==> src/rtl/sic_pkg.sv <==
// Shared types and constants for the SIC word-to-byte memory controller.
package sic_pkg;

    typedef enum logic [1:0] {
        IDLE  = 2'd0,
        READ  = 2'd1,
        WRITE = 2'd2,
        DONE  = 2'd3
    } mem_state_t;

    localparam int BYTES_PER_WORD = 3;

endpackage

==> src/rtl/sic_mem_ctrl.sv <==
// SIC CPU word port to byte-wide SRAM bridge: one 24-bit access becomes three big-endian byte accesses.
// Optional bounds checking of the word base address is enabled with `define SIC_MEM_BOUNDS_CHECK_EN.
module sic_mem_ctrl
    import sic_pkg::*;
#(
    parameter int ADDRESS_WIDTH = 15,
    parameter int DATA_WIDTH    = 24,
    parameter int BYTE_WIDTH    = 8
) (
    input  logic                     clk,
    input  logic                     rst,
    input  logic                     i_cpu_req,
    input  logic                     i_cpu_we,
    input  logic [ADDRESS_WIDTH-1:0] i_cpu_addr,
    input  logic [DATA_WIDTH-1:0]    i_cpu_wdata,
    output logic [DATA_WIDTH-1:0]    o_cpu_rdata,
    output logic                     o_cpu_ack,
    output logic                     o_cpu_busy,
    output logic                     o_cpu_err,
    output logic                     o_mem_en,
    output logic                     o_mem_we,
    output logic [ADDRESS_WIDTH-1:0] o_mem_addr,
    output logic [BYTE_WIDTH-1:0]    o_mem_wdata,
    input  logic [BYTE_WIDTH-1:0]    i_mem_rdata
);

    if (DATA_WIDTH != BYTES_PER_WORD * BYTE_WIDTH) begin : g_width_check
        $error("sic_mem_ctrl: DATA_WIDTH must equal BYTES_PER_WORD*BYTE_WIDTH");
    end

    // A read needs one extra count to capture the last byte, which arrives a cycle after its enable.
    localparam logic [1:0] READ_LAST_CNT  = 2'(BYTES_PER_WORD);
    localparam logic [1:0] WRITE_LAST_CNT = 2'(BYTES_PER_WORD - 1);

    mem_state_t                        r_state;
    mem_state_t                        w_nextState;
    logic [1:0]                        r_cnt;
    logic [1:0]                        w_nextCnt;
    logic [ADDRESS_WIDTH-1:0]          r_base;
    logic [DATA_WIDTH-1:0]             r_wdata;
    logic [DATA_WIDTH-BYTE_WIDTH-1:0]  r_asm;
    logic [DATA_WIDTH-1:0]             r_rdata;
    logic [ADDRESS_WIDTH-1:0]          w_byteAddr;
    logic                              w_outOfRange;
    logic                              w_errFlag;

`ifdef SIC_MEM_BOUNDS_CHECK_EN
    localparam logic [ADDRESS_WIDTH-1:0] LAST_VALID_BASE = ADDRESS_WIDTH'(2**ADDRESS_WIDTH - 3);
    logic r_err;

    assign w_outOfRange = (i_cpu_addr > LAST_VALID_BASE);
    assign w_errFlag    = r_err;

    always_ff @(posedge clk or posedge rst) begin
        if (rst) begin
            r_err <= 1'b0;
        end else if (r_state == IDLE && i_cpu_req) begin
            r_err <= w_outOfRange;
        end
    end
`else
    assign w_outOfRange = 1'b0;
    assign w_errFlag    = 1'b0;
`endif

    // Byte address wraps modulo 2^ADDRESS_WIDTH through the truncating add.
    assign w_byteAddr  = r_base + ADDRESS_WIDTH'(r_cnt);
    assign o_cpu_rdata = r_rdata;

    always_ff @(posedge clk or posedge rst) begin
        if (rst) begin
            r_state <= IDLE;
            r_cnt   <= 2'd0;
        end else begin
            r_state <= w_nextState;
            r_cnt   <= w_nextCnt;
        end
    end

    // Memory-side outputs decode only registered state so the CPU port has no combinational path to the SRAM.
    always_comb begin
        w_nextState = r_state;
        w_nextCnt   = r_cnt;
        o_cpu_ack   = 1'b0;
        o_cpu_err   = 1'b0;
        o_cpu_busy  = 1'b1;
        o_mem_en    = 1'b0;
        o_mem_we    = 1'b0;
        o_mem_addr  = '0;
        o_mem_wdata = '0;
        case (r_state)
            IDLE: begin
                o_cpu_busy = 1'b0;
                if (i_cpu_req) begin
                    w_nextCnt = 2'd0;
                    if (w_outOfRange) begin
                        w_nextState = DONE;
                    end else if (i_cpu_we) begin
                        w_nextState = WRITE;
                    end else begin
                        w_nextState = READ;
                    end
                end
            end
            READ: begin
                if (r_cnt != READ_LAST_CNT) begin
                    o_mem_en   = 1'b1;
                    o_mem_addr = w_byteAddr;
                    w_nextCnt  = r_cnt + 2'd1;
                end else begin
                    w_nextState = DONE;
                    w_nextCnt   = 2'd0;
                end
            end
            WRITE: begin
                o_mem_en   = 1'b1;
                o_mem_we   = 1'b1;
                o_mem_addr = w_byteAddr;
                case (r_cnt)
                    2'd0:    o_mem_wdata = r_wdata[DATA_WIDTH-1 -: BYTE_WIDTH];
                    2'd1:    o_mem_wdata = r_wdata[DATA_WIDTH-1-BYTE_WIDTH -: BYTE_WIDTH];
                    default: o_mem_wdata = r_wdata[BYTE_WIDTH-1:0];
                endcase
                if (r_cnt == WRITE_LAST_CNT) begin
                    w_nextState = DONE;
                    w_nextCnt   = 2'd0;
                end else begin
                    w_nextCnt = r_cnt + 2'd1;
                end
            end
            DONE: begin
                o_cpu_ack   = 1'b1;
                o_cpu_err   = w_errFlag;
                w_nextState = IDLE;
            end
            default: begin
                w_nextState = IDLE;
                w_nextCnt   = 2'd0;
            end
        endcase
    end

    // Read bytes shift in MSB first; the final byte is merged straight into the result register.
    always_ff @(posedge clk or posedge rst) begin
        if (rst) begin
            r_base  <= '0;
            r_wdata <= '0;
            r_asm   <= '0;
            r_rdata <= '0;
        end else begin
            case (r_state)
                IDLE: begin
                    if (i_cpu_req) begin
                        r_base  <= i_cpu_addr;
                        r_wdata <= i_cpu_wdata;
                    end
                end
                READ: begin
                    if (r_cnt == READ_LAST_CNT) begin
                        r_rdata <= {r_asm, i_mem_rdata};
                    end else if (r_cnt != 2'd0) begin
                        r_asm <= {r_asm[DATA_WIDTH-2*BYTE_WIDTH-1:0], i_mem_rdata};
                    end
                end
                default: begin
                end
            endcase
        end
    end

endmodule

==> config.mk <==
export PLATFORM = sky130hd
export DESIGN_NAME = sic_mem_ctrl
export DESIGN_NICKNAME = d
export VERILOG_FILES = /design/src/rtl/sic_pkg.sv /design/src/rtl/sic_mem_ctrl.sv
export SDC_FILE = /design/constraint.sdc
export NUM_CORES = 1
export LEC_CHECK = 0
export ABC_AREA = 1
export CORE_MARGIN = 10
export CORE_UTILIZATION = 49
export DETAILED_ROUTE_END_ITERATION = 12
export PLACE_DENSITY_LB_ADDON = 0.12
export SETUP_SLACK_MARGIN = 0.5
export SLEW_MARGIN = 10
export SYNTH_ARGS = -nofsm -noshare
export SYNTH_HDL_FRONTEND = slang
export SYNTH_SLANG_ARGS = --single-unit
==> constraint.sdc <==
create_clock -name clk -period 3.4 [get_ports clk]
set_input_delay 0.68 -clock clk [delete_from_list [all_inputs] [get_ports clk]]
set_output_delay 0.68 -clock clk [all_outputs]
set_load 0.01 [all_outputs]
==> results of run 1 <==
## final cells by class
type,instances,area (um2),share of cell area [%]
well taps,102,128,2.41
flip-flops and latches,83,2080,39.3
clock inverters,4,73.8,1.40
multi-input cells,264,1620,30.6
inverters,46,176,3.33
repair buffers,116,1080,20.4
clock buffers,11,141,2.67
## metal layers
layer	share of wire [%]	track usage (%)	vias to the layer above
li1	-	-	1539
met2	47	25.1	79
met3	7.0	5.31	14
met4	1.8	6.21	0
met5	0	0	-
met1	44	19.5	1488
## worst max-delay path, stage by stage, from the launching register on
cell and delay, ps:
dfrtp_1 360, ha_2 190, inv_2 40, fa_2 340, inv_2 80, nand2_4 70, inv_4 80, nand2_4 60
nor2_4 120, buf_4 120, nand2_1 40, nand2_1 60, inv_1 40, nor2_1 80, buf_2 130
## registers in the layout, indices dropped and copies added (netlist names)
register     cells
o_cpu_rdata     24
r_asm           16
r_base          15
r_cnt            2
r_state          2
r_wdata         24
## cells by family after synthesis
logic type	count (synthesis)	share of synthesized area, %
buffers and inverters	62	6.59
AND/OR/NAND/NOR	139	14.6
other	1	0.0964
adder cells (fa/ha/maj)	13	4.37
AO/OA/AOI/OAI	73	9.94
multiplexers	38	11.0
flip-flops	83	53.4
## worst max-delay path by stage
stage | from | end | slack [ps]
global placement | r_cnt[1] | o_mem_wdata[1] | 500
detailed placement | r_cnt[1] | o_mem_wdata[5] | 460
floorplan | rst | o_cpu_rdata[0] | 580
finish | r_base[0] | o_mem_addr[10] | 550
CTS | r_base[0] | o_mem_addr[14] | 420
global route | r_base[0] | o_mem_addr[10] | 380
## metrics by stage
step           cells  cell area, um2
2_1_floorplan    409            3890
3_3_place_gp     601            4990
3_5_place_dp     601            4990
4_1_cts          623            5250
5_1_grt          626            5290
6_report         626            5290
## power groups by stage
stage	clock [uW]	sequential (uW)	combinational, uW
6_report	777	1740	2170
5_1_grt	837	1800	2430
4_1_cts	797	1740	2140
3_5_place_dp	0	1750	2140
3_3_place_gp	0	1730	2100
2_1_floorplan	0	1740	1230
## cell usage in the layout, fill, tap and decap left out, drive strengths merged, types with 2 or more instances in the layout
cell | Yosys | final
nand2 | 93 | 93
dfrtp | 83 | 83
clkdlybuf4s50 | 0 | 80
inv | 46 | 46
o21ai | 43 | 43
mux2 | 38 | 38
nor2 | 33 | 33
a21oi | 18 | 18
buf | 10 | 17
clkbuf | 6 | 16
dlygate4sd2 | 0 | 13
ha | 12 | 12
a31oi | 9 | 9
nand3 | 8 | 8
nor3 | 5 | 5
clkinv | 0 | 2
bufinv | 0 | 2
## timing repair
item / 4_1_cts / 5_1_grt
resized for setup: 32 / 29
pin swaps: 2 / 6
endpoints found under the setup margin: 21 / 13
buffers inserted: 7 / 3
==> out/qor.json, run 1 <==
{
  "outcome": {"value": "finished, final reports clean"},
  "critical_path.max_fanout": {"value": 3},
  "starting_utilization_of_the_core_area": {"value": 50.3, "unit": "%"},
  "timing.final.setup_violations": {"value": 0},
  "crit_path_time_final": {"value": 2850, "unit": "ps"},
  "part_of_the_power_in_registers": {"value": 37.1, "unit": "%"},
  "fp-row-count": {"value": 32},
  "detail_route.wirelength": {"value": 9520, "unit": "um"},
  "clkSlewWorstSetupHoldPaths": {"value": 80, "unit": "ps"},
  "crit_path_start_kind": {"value": "register"},
  "insertion_delay": {"value": 350, "unit": "ps"},
  "global_route_wire_length_before_repair": {"value": 15000, "unit": "um"},
  "pre_cts_setup_slack": {"value": 460, "unit": "ps"},
  "worst_slew_pin_slew": {"value": 924, "unit": "ps"},
  "hold-path-cell-count": {"value": 2},
  "die_area": {"value": 11900, "unit": "um2"},
  "insertedDiodeCount": {"value": 0},
  "arrival": {"value": 2170, "unit": "ps"},
  "worstSetupEndpointType": {"value": "primary output"},
  "ys_types": {"value": 27},
  "final_core_util": {"value": 68.5, "unit": "%"},
  "die_height": {"value": 109, "unit": "um"},
  "post_synthesis_instance_total": {"value": 409},
  "postRouteAntennaNets": {"value": 0},
  "synthTopCellsByCount": {"value": "nand2_1, dfrtp_1, inv_1"},
  "synth_top_area_share": {"value": 53.4, "unit": "%"},
  "synth_most_common_cell": {"value": "nand2_1"},
  "crit-reg2reg-launch": {"value": "r_cnt[0]"},
  "finalSetupTns": {"value": 0, "unit": "ps"},
  "clock_power_share": {"value": 16.6, "unit": "%"},
  "die_width": {"value": 109, "unit": "um"},
  "floorplan.io_pins": {"value": 103},
  "reg2reg_to": {"value": "r_cnt[1]"},
  "cellPowerDensity": {"value": 887, "unit": "nW/um2"},
  "yosys_most_used_dff": {"value": "dfrtp_1"},
  "synth_edf_count": {"value": 0},
  "dp_hpwl": {"value": 6870, "unit": "um"},
  "synth-async-reset-ratio": {"value": 100, "unit": "%"},
  "maximum_count_of_clock_buffers_along_a_single_path": {"value": 2},
  "finalNetCount": {"value": 584},
  "core_area": {"value": 7730, "unit": "um2"},
  "final.fill_count": {"value": 606},
  "routedWlPerCell": {"value": 15.2, "unit": "um"},
  "drive_gt1_share": {"value": 20.2, "unit": "%"},
  "internal_power": {"value": 2940, "unit": "uW"},
  "gp_congestion": {"value": 0.872},
  "power_leakage": {"value": 0.00255, "unit": "uW"},
  "synth_top_area_cell": {"value": "dfrtp_1"},
  "setup.reg_to_reg.worst_slack": {"value": 1340, "unit": "ps"},
  "track_usage": {"value": 15.8, "unit": "%"},
  "reg2regPathDepth": {"value": 6},
  "drc": {"value": 0},
  "clkSinkCount": {"value": 83},
  "source_of_the_worst_hold_timing_path": {"value": "o_cpu_rdata[15]"},
  "max_cap_viol": {"value": 0},
  "final-hold-violation-count": {"value": 0},
  "detailed_route_via_count": {"value": 3120},
  "synth_area": {"value": 3890, "unit": "um2"},
  "min_to": {"value": "o_cpu_rdata[15]"},
  "first_global_vias": {"value": 3136},
  "switching_share": {"value": 37.2, "unit": "%"},
  "whs": {"value": 492, "unit": "ps"},
  "final_critical_path_setup_slack": {"value": 555, "unit": "ps"},
  "share_of_the_clock_period_used_by_the_worst_path_after_layout": {"value": 83.7, "unit": "%"},
  "min-delay-path-class": {"value": "reg2reg"},
  "dr.pass1.iters": {"value": 4},
  "slew-limit-headroom": {"value": 38.2, "unit": "%"},
  "power.ir.vdd_worst": {"value": 0.000446, "unit": "V"},
  "gr-total-overflow": {"value": 0},
  "synthToLayoutAreaGrowth": {"value": 36.0, "unit": "%"},
  "grt_setup_unrepaired": {"value": "true"},
  "number_of_clock_buffers_inserted_by_tritoncts": {"value": 9},
  "detail_route.iter0.violations": {"value": 138},
  "synth_area_leaders": {"value": "dfrtp_1, mux2_2, nand2_1"},
  "cts-root-buf": {"value": "clkbuf_8"},
  "final-max-slew-violation-count": {"value": 0},
  "p_switching": {"value": 1750, "unit": "uW"},
  "ys_ff_latch": {"value": 83},
  "number_of_port_buffers": {"value": 101},
  "hold_buffers": {"value": 0},
  "synth_seq_area_share": {"value": 53.4, "unit": "%"},
  "tritoncts": {"value": "yes"},
  "total_power": {"value": 4690, "unit": "uW"},
  "power.share.combinational": {"value": 46.3, "unit": "%"},
  "fmaxAchievable": {"value": 0.351, "unit": "GHz"},
  "htreeDepth": {"value": 3},
  "syn_area_per_cell": {"value": 9.51, "unit": "um2"},
  "yosysWarnings": {"value": 0},
  "number_of_antenna_violations_at_the_first_check_in_global_routing": {"value": 0},
  "grt_start_max_net_pins": {"value": 44},
  "vias_per_cell": {"value": 4.98},
  "critical_path_type": {"value": "reg2out"},
  "critPathRequiredTime": {"value": 2720, "unit": "ps"},
  "final.setup_skew": {"value": 8.33, "unit": "ps"},
  "net_count_after_synthesis": {"value": 473}
}
Note: power is estimated with default switching activity, not from simulation.
==> inputs of run 2 (changes only) <==
==> constraint.sdc (replaced) <==
create_clock -name clk -period 2.8 [get_ports clk]
set_input_delay 0.56 -clock clk [delete_from_list [all_inputs] [get_ports clk]]
set_output_delay 0.56 -clock clk [all_outputs]
set_load 0.01 [all_outputs]
==> out/qor.json, run 2 (synthesis gave the netlist of run 1 again) <==
{
  "outcome": {"value": "finished, final reports clean"},
  "min-delay-path-class": {"value": "reg2reg"},
  "global_route_wire_length_before_repair": {"value": 15700, "unit": "um", "change": "+4.7%"},
  "cellPowerDensity": {"value": 1100, "unit": "nW/um2", "change": "+24%"},
  "final_critical_path_setup_slack": {"value": 77.2, "unit": "ps", "change": "-477 ps"},
  "p_switching": {"value": 2310, "unit": "uW", "change": "+32%"},
  "slew-limit-headroom": {"value": 57.4, "unit": "%", "change": "+19 points"},
  "setup.reg_to_reg.worst_slack": {"value": 910, "unit": "ps", "change": "-430 ps"},
  "power.share.combinational": {"value": 49.9, "unit": "%", "change": "+3.6 points"},
  "first_global_vias": {"value": 3282, "change": "+4.7%"},
  "pre_cts_setup_slack": {"value": 37.1, "unit": "ps", "change": "-423 ps"},
  "tritoncts": {"value": "yes"},
  "critical_path_type": {"value": "reg2out"},
  "regArea": {"value": 2080, "unit": "um2", "change": "unchanged"},
  "whs": {"value": 490, "unit": "ps", "change": "-1.64 ps"},
  "worst_slew_pin_slew": {"value": 637, "unit": "ps", "change": "-287 ps"},
  "final_core_util": {"value": 72.4, "unit": "%", "change": "+4.0 points"},
  "dr.pass1.iters": {"value": 4, "change": "unchanged"},
  "maximum_count_of_clock_buffers_along_a_single_path": {"value": 2, "change": "unchanged"},
  "number_of_clock_buffers_inserted_by_tritoncts": {"value": 9, "change": "unchanged"},
  "routedWlPerCell": {"value": 15.6, "unit": "um", "change": "+2.4%"},
  "fmaxAchievable": {"value": 0.367, "unit": "GHz"},
  "detail_route.wirelength": {"value": 10200, "unit": "um", "change": "+6.8%"},
  "timing.final.setup_violations": {"value": 0, "change": "unchanged"},
  "hold_buffers": {"value": 0, "change": "unchanged"},
  "gp_congestion": {"value": 0.879, "change": "+0.81%"},
  "die_height": {"value": 109, "unit": "um", "change": "unchanged"},
  "vias_per_cell": {"value": 4.95, "change": "-0.63%"},
  "switching_share": {"value": 37.6, "unit": "%", "change": "+0.37 points"},
  "share_of_the_clock_period_used_by_the_worst_path_after_layout": {"value": 97.2, "unit": "%"},
  "insertion_delay": {"value": 340, "unit": "ps", "change": "about the same"},
  "postRouteAntennaNets": {"value": 0, "change": "unchanged"},
  "cts-root-buf": {"value": "clkbuf_8"},
  "max_cap_viol": {"value": 0, "change": "unchanged"},
  "starting_utilization_of_the_core_area": {"value": 50.3, "unit": "%", "change": "unchanged"},
  "finish.cell_count_without_fillers": {"value": 653, "change": "+4.3%"},
  "fp-row-count": {"value": 32, "change": "unchanged"},
  "timing.critical_path.slowest_stage_cell": {"value": "dfrtp_1"},
  "gr-total-overflow": {"value": 0, "change": "unchanged"},
  "critPathRequiredTime": {"value": 2240, "unit": "ps", "change": "-480 ps"},
  "arrival": {"value": 2160, "unit": "ps", "change": "about the same"},
  "clkSlewWorstSetupHoldPaths": {"value": 80, "unit": "ps", "change": "about the same"},
  "detailed_route_via_count": {"value": 3234, "change": "+3.7%"},
  "drc": {"value": 0, "change": "unchanged"},
  "critical_path.max_fanout": {"value": 3, "change": "unchanged"},
  "synthToLayoutAreaGrowth": {"value": 43.9, "unit": "%"},
  "drive_gt1_share": {"value": 29.0, "unit": "%", "change": "+8.8 points"},
  "number_of_antenna_violations_at_the_first_check_in_global_routing": {"value": 0, "change": "unchanged"},
  "die_area": {"value": 11900, "unit": "um2", "change": "unchanged"},
  "final.setup_skew": {"value": 8.33, "unit": "ps", "change": "+0.00580 ps"},
  "most_frequent_cells_in_the_layout": {"value": "nand2_1, dfrtp_1, clkdlybuf4s50_1"},
  "finalNetCount": {"value": 610, "change": "+4.5%"},
  "reg2regPathDepth": {"value": 5, "change": "-1"},
  "detail_route.iter0.violations": {"value": 70, "change": "-49%"},
  "worstSetupEndpointType": {"value": "primary output"},
  "final.fill_count": {"value": 568, "change": "-6.3%"},
  "hold-path-cell-count": {"value": 2, "change": "unchanged"},
  "clkSinkCount": {"value": 83, "change": "unchanged"},
  "power_leakage": {"value": 0.00267, "unit": "uW", "change": "+4.6%"},
  "internal_power": {"value": 3830, "unit": "uW", "change": "+30%"},
  "crit_path_start_kind": {"value": "register"},
  "insertedDiodeCount": {"value": 0, "change": "unchanged"},
  "final-hold-violation-count": {"value": 0, "change": "unchanged"},
  "part_of_the_power_in_registers": {"value": 34.8, "unit": "%", "change": "-2.3 points"},
  "track_usage": {"value": 16.6, "unit": "%", "change": "+0.77 points"},
  "clock_power_share": {"value": 15.3, "unit": "%", "change": "-1.3 points"},
  "crit-reg2reg-launch": {"value": "r_cnt[0]"},
  "multi_input_area": {"value": 1740, "unit": "um2", "change": "+7.4%"},
  "htreeDepth": {"value": 3, "change": "unchanged"},
  "reg2reg_to": {"value": "o_cpu_rdata[22]"},
  "power.ir.vdd_worst": {"value": 0.000512, "unit": "V", "change": "+15%"},
  "final-max-slew-violation-count": {"value": 0, "change": "unchanged"},
  "number_of_port_buffers": {"value": 101, "change": "unchanged"},
  "dp_cells": {"value": 611, "change": "+1.7%"},
  "crit_path_time_final": {"value": 2720, "unit": "ps"},
  "most_common_cell_after_layout_fill_and_taps_aside": {"value": "nand2_1"},
  "floorplan.io_pins": {"value": 103, "change": "unchanged"},
  "source_of_the_worst_hold_timing_path": {"value": "r_asm[3]"},
  "most_numerous_cell_on_the_critical_path": {"value": "buf_4"},
  "core_area": {"value": 7730, "unit": "um2", "change": "unchanged"},
  "dp_hpwl": {"value": 6970, "unit": "um", "change": "+1.5%"},
  "grt_start_max_net_pins": {"value": 84, "change": "+91%"},
  "total_power": {"value": 6130, "unit": "uW", "change": "+31%"},
  "grt_setup_unrepaired": {"value": "true"},
  "worstPathCellList": {"value": "buf_4 > buf_6 > ha_4 > nor2_4 > o21ai_4 > inv_2 > buf_4 > buf_4 > o21ai_1 > a21oi_1 > buf_2"},
  "min_to": {"value": "r_asm[3]"},
  "die_width": {"value": 109, "unit": "um", "change": "unchanged"},
  "critical_path.max_stage_delay": {"value": 440, "unit": "ps", "change": "+80 ps"}
}
-- run 2: cell types whose count changed in the layout (fill, tap and decap cells not counted), moves of 5 or more --
cell / delta
buf_4: +21
buf_2: +18
dlygate4sd2_1: -11
buf_6: +5
clkdlybuf4s50_1: -5
ha_4: +5
-- run 2: through the flow --
step                      instance area, um2  TNS, ps
after floorplan                         3890        0
after global placement                  5090        0
after detailed placement                5090        0
after CTS                               5460        0
after global routing                    5600    -32.6
final                                   5600        0
-- run 2: timing repair --
item                       in CTS  in global routing
setup endpoints to repair      25                 25
pin swaps                      11                 15
setup buffers                  16                 10
gates resized for setup       114                 35
-- run 2: cell type report --
cell class / instances / share of cell area [%]
clock inverters: 4 / 1.32
flip-flops and latches: 83 / 37.1
clock buffers: 12 / 2.59
inverters: 46 / 3.24
multi-input cells: 264 / 31.0
repair buffers: 142 / 22.4
well taps: 102 / 2.28
-- run 2: worst max-delay path by stage --
stage | from | end | slack [ps]
final | r_cnt[0] | o_mem_addr[6] | 80
after global routing | r_cnt[0] | o_mem_addr[10] | -20
after CTS | r_cnt[0] | o_mem_addr[10] | 130
after detailed placement | r_cnt[0] | o_mem_addr[10] | 40
after global placement | r_cnt[0] | o_mem_addr[10] | 130
after floorplan | r_cnt[0] | o_mem_addr[10] | 600
-- run 2: per-layer routing --
layer | vias to the layer above | track usage [%] | routed length, um
li1 | 1593 | - | -
met1 | 1545 | 20.2 | 4180
met2 | 89 | 27.2 | 5260
met3 | 7 | 5.31 | 630
met4 | 0 | 5.46 | 91
met5 | - | 0 | 0
-- run 2: power groups by stage --
| stage | Sequential [uW] | Clock, uW | Combinational [uW] |
|---|---|---|---|
| 6_report | 2130 | 938 | 3060 |
| 5_1_grt | 2200 | 1020 | 3370 |
| 4_1_cts | 2110 | 958 | 2870 |
| 3_5_place_dp | 2130 | 0 | 2690 |
| 3_3_place_gp | 2100 | 0 | 2620 |
| 2_1_floorplan | 2110 | 0 | 1490 |
-- run 2: worst max-delay path, delay by kind of cell (launching register included) --
kind                     cells  cell delay, ps
buffers and inverters        6             750
flip-flops                   1             440
AO/OA/AOI/OAI                3             330
adder cells (fa/ha/maj)      1             170
AND/OR/NAND/NOR              1             130
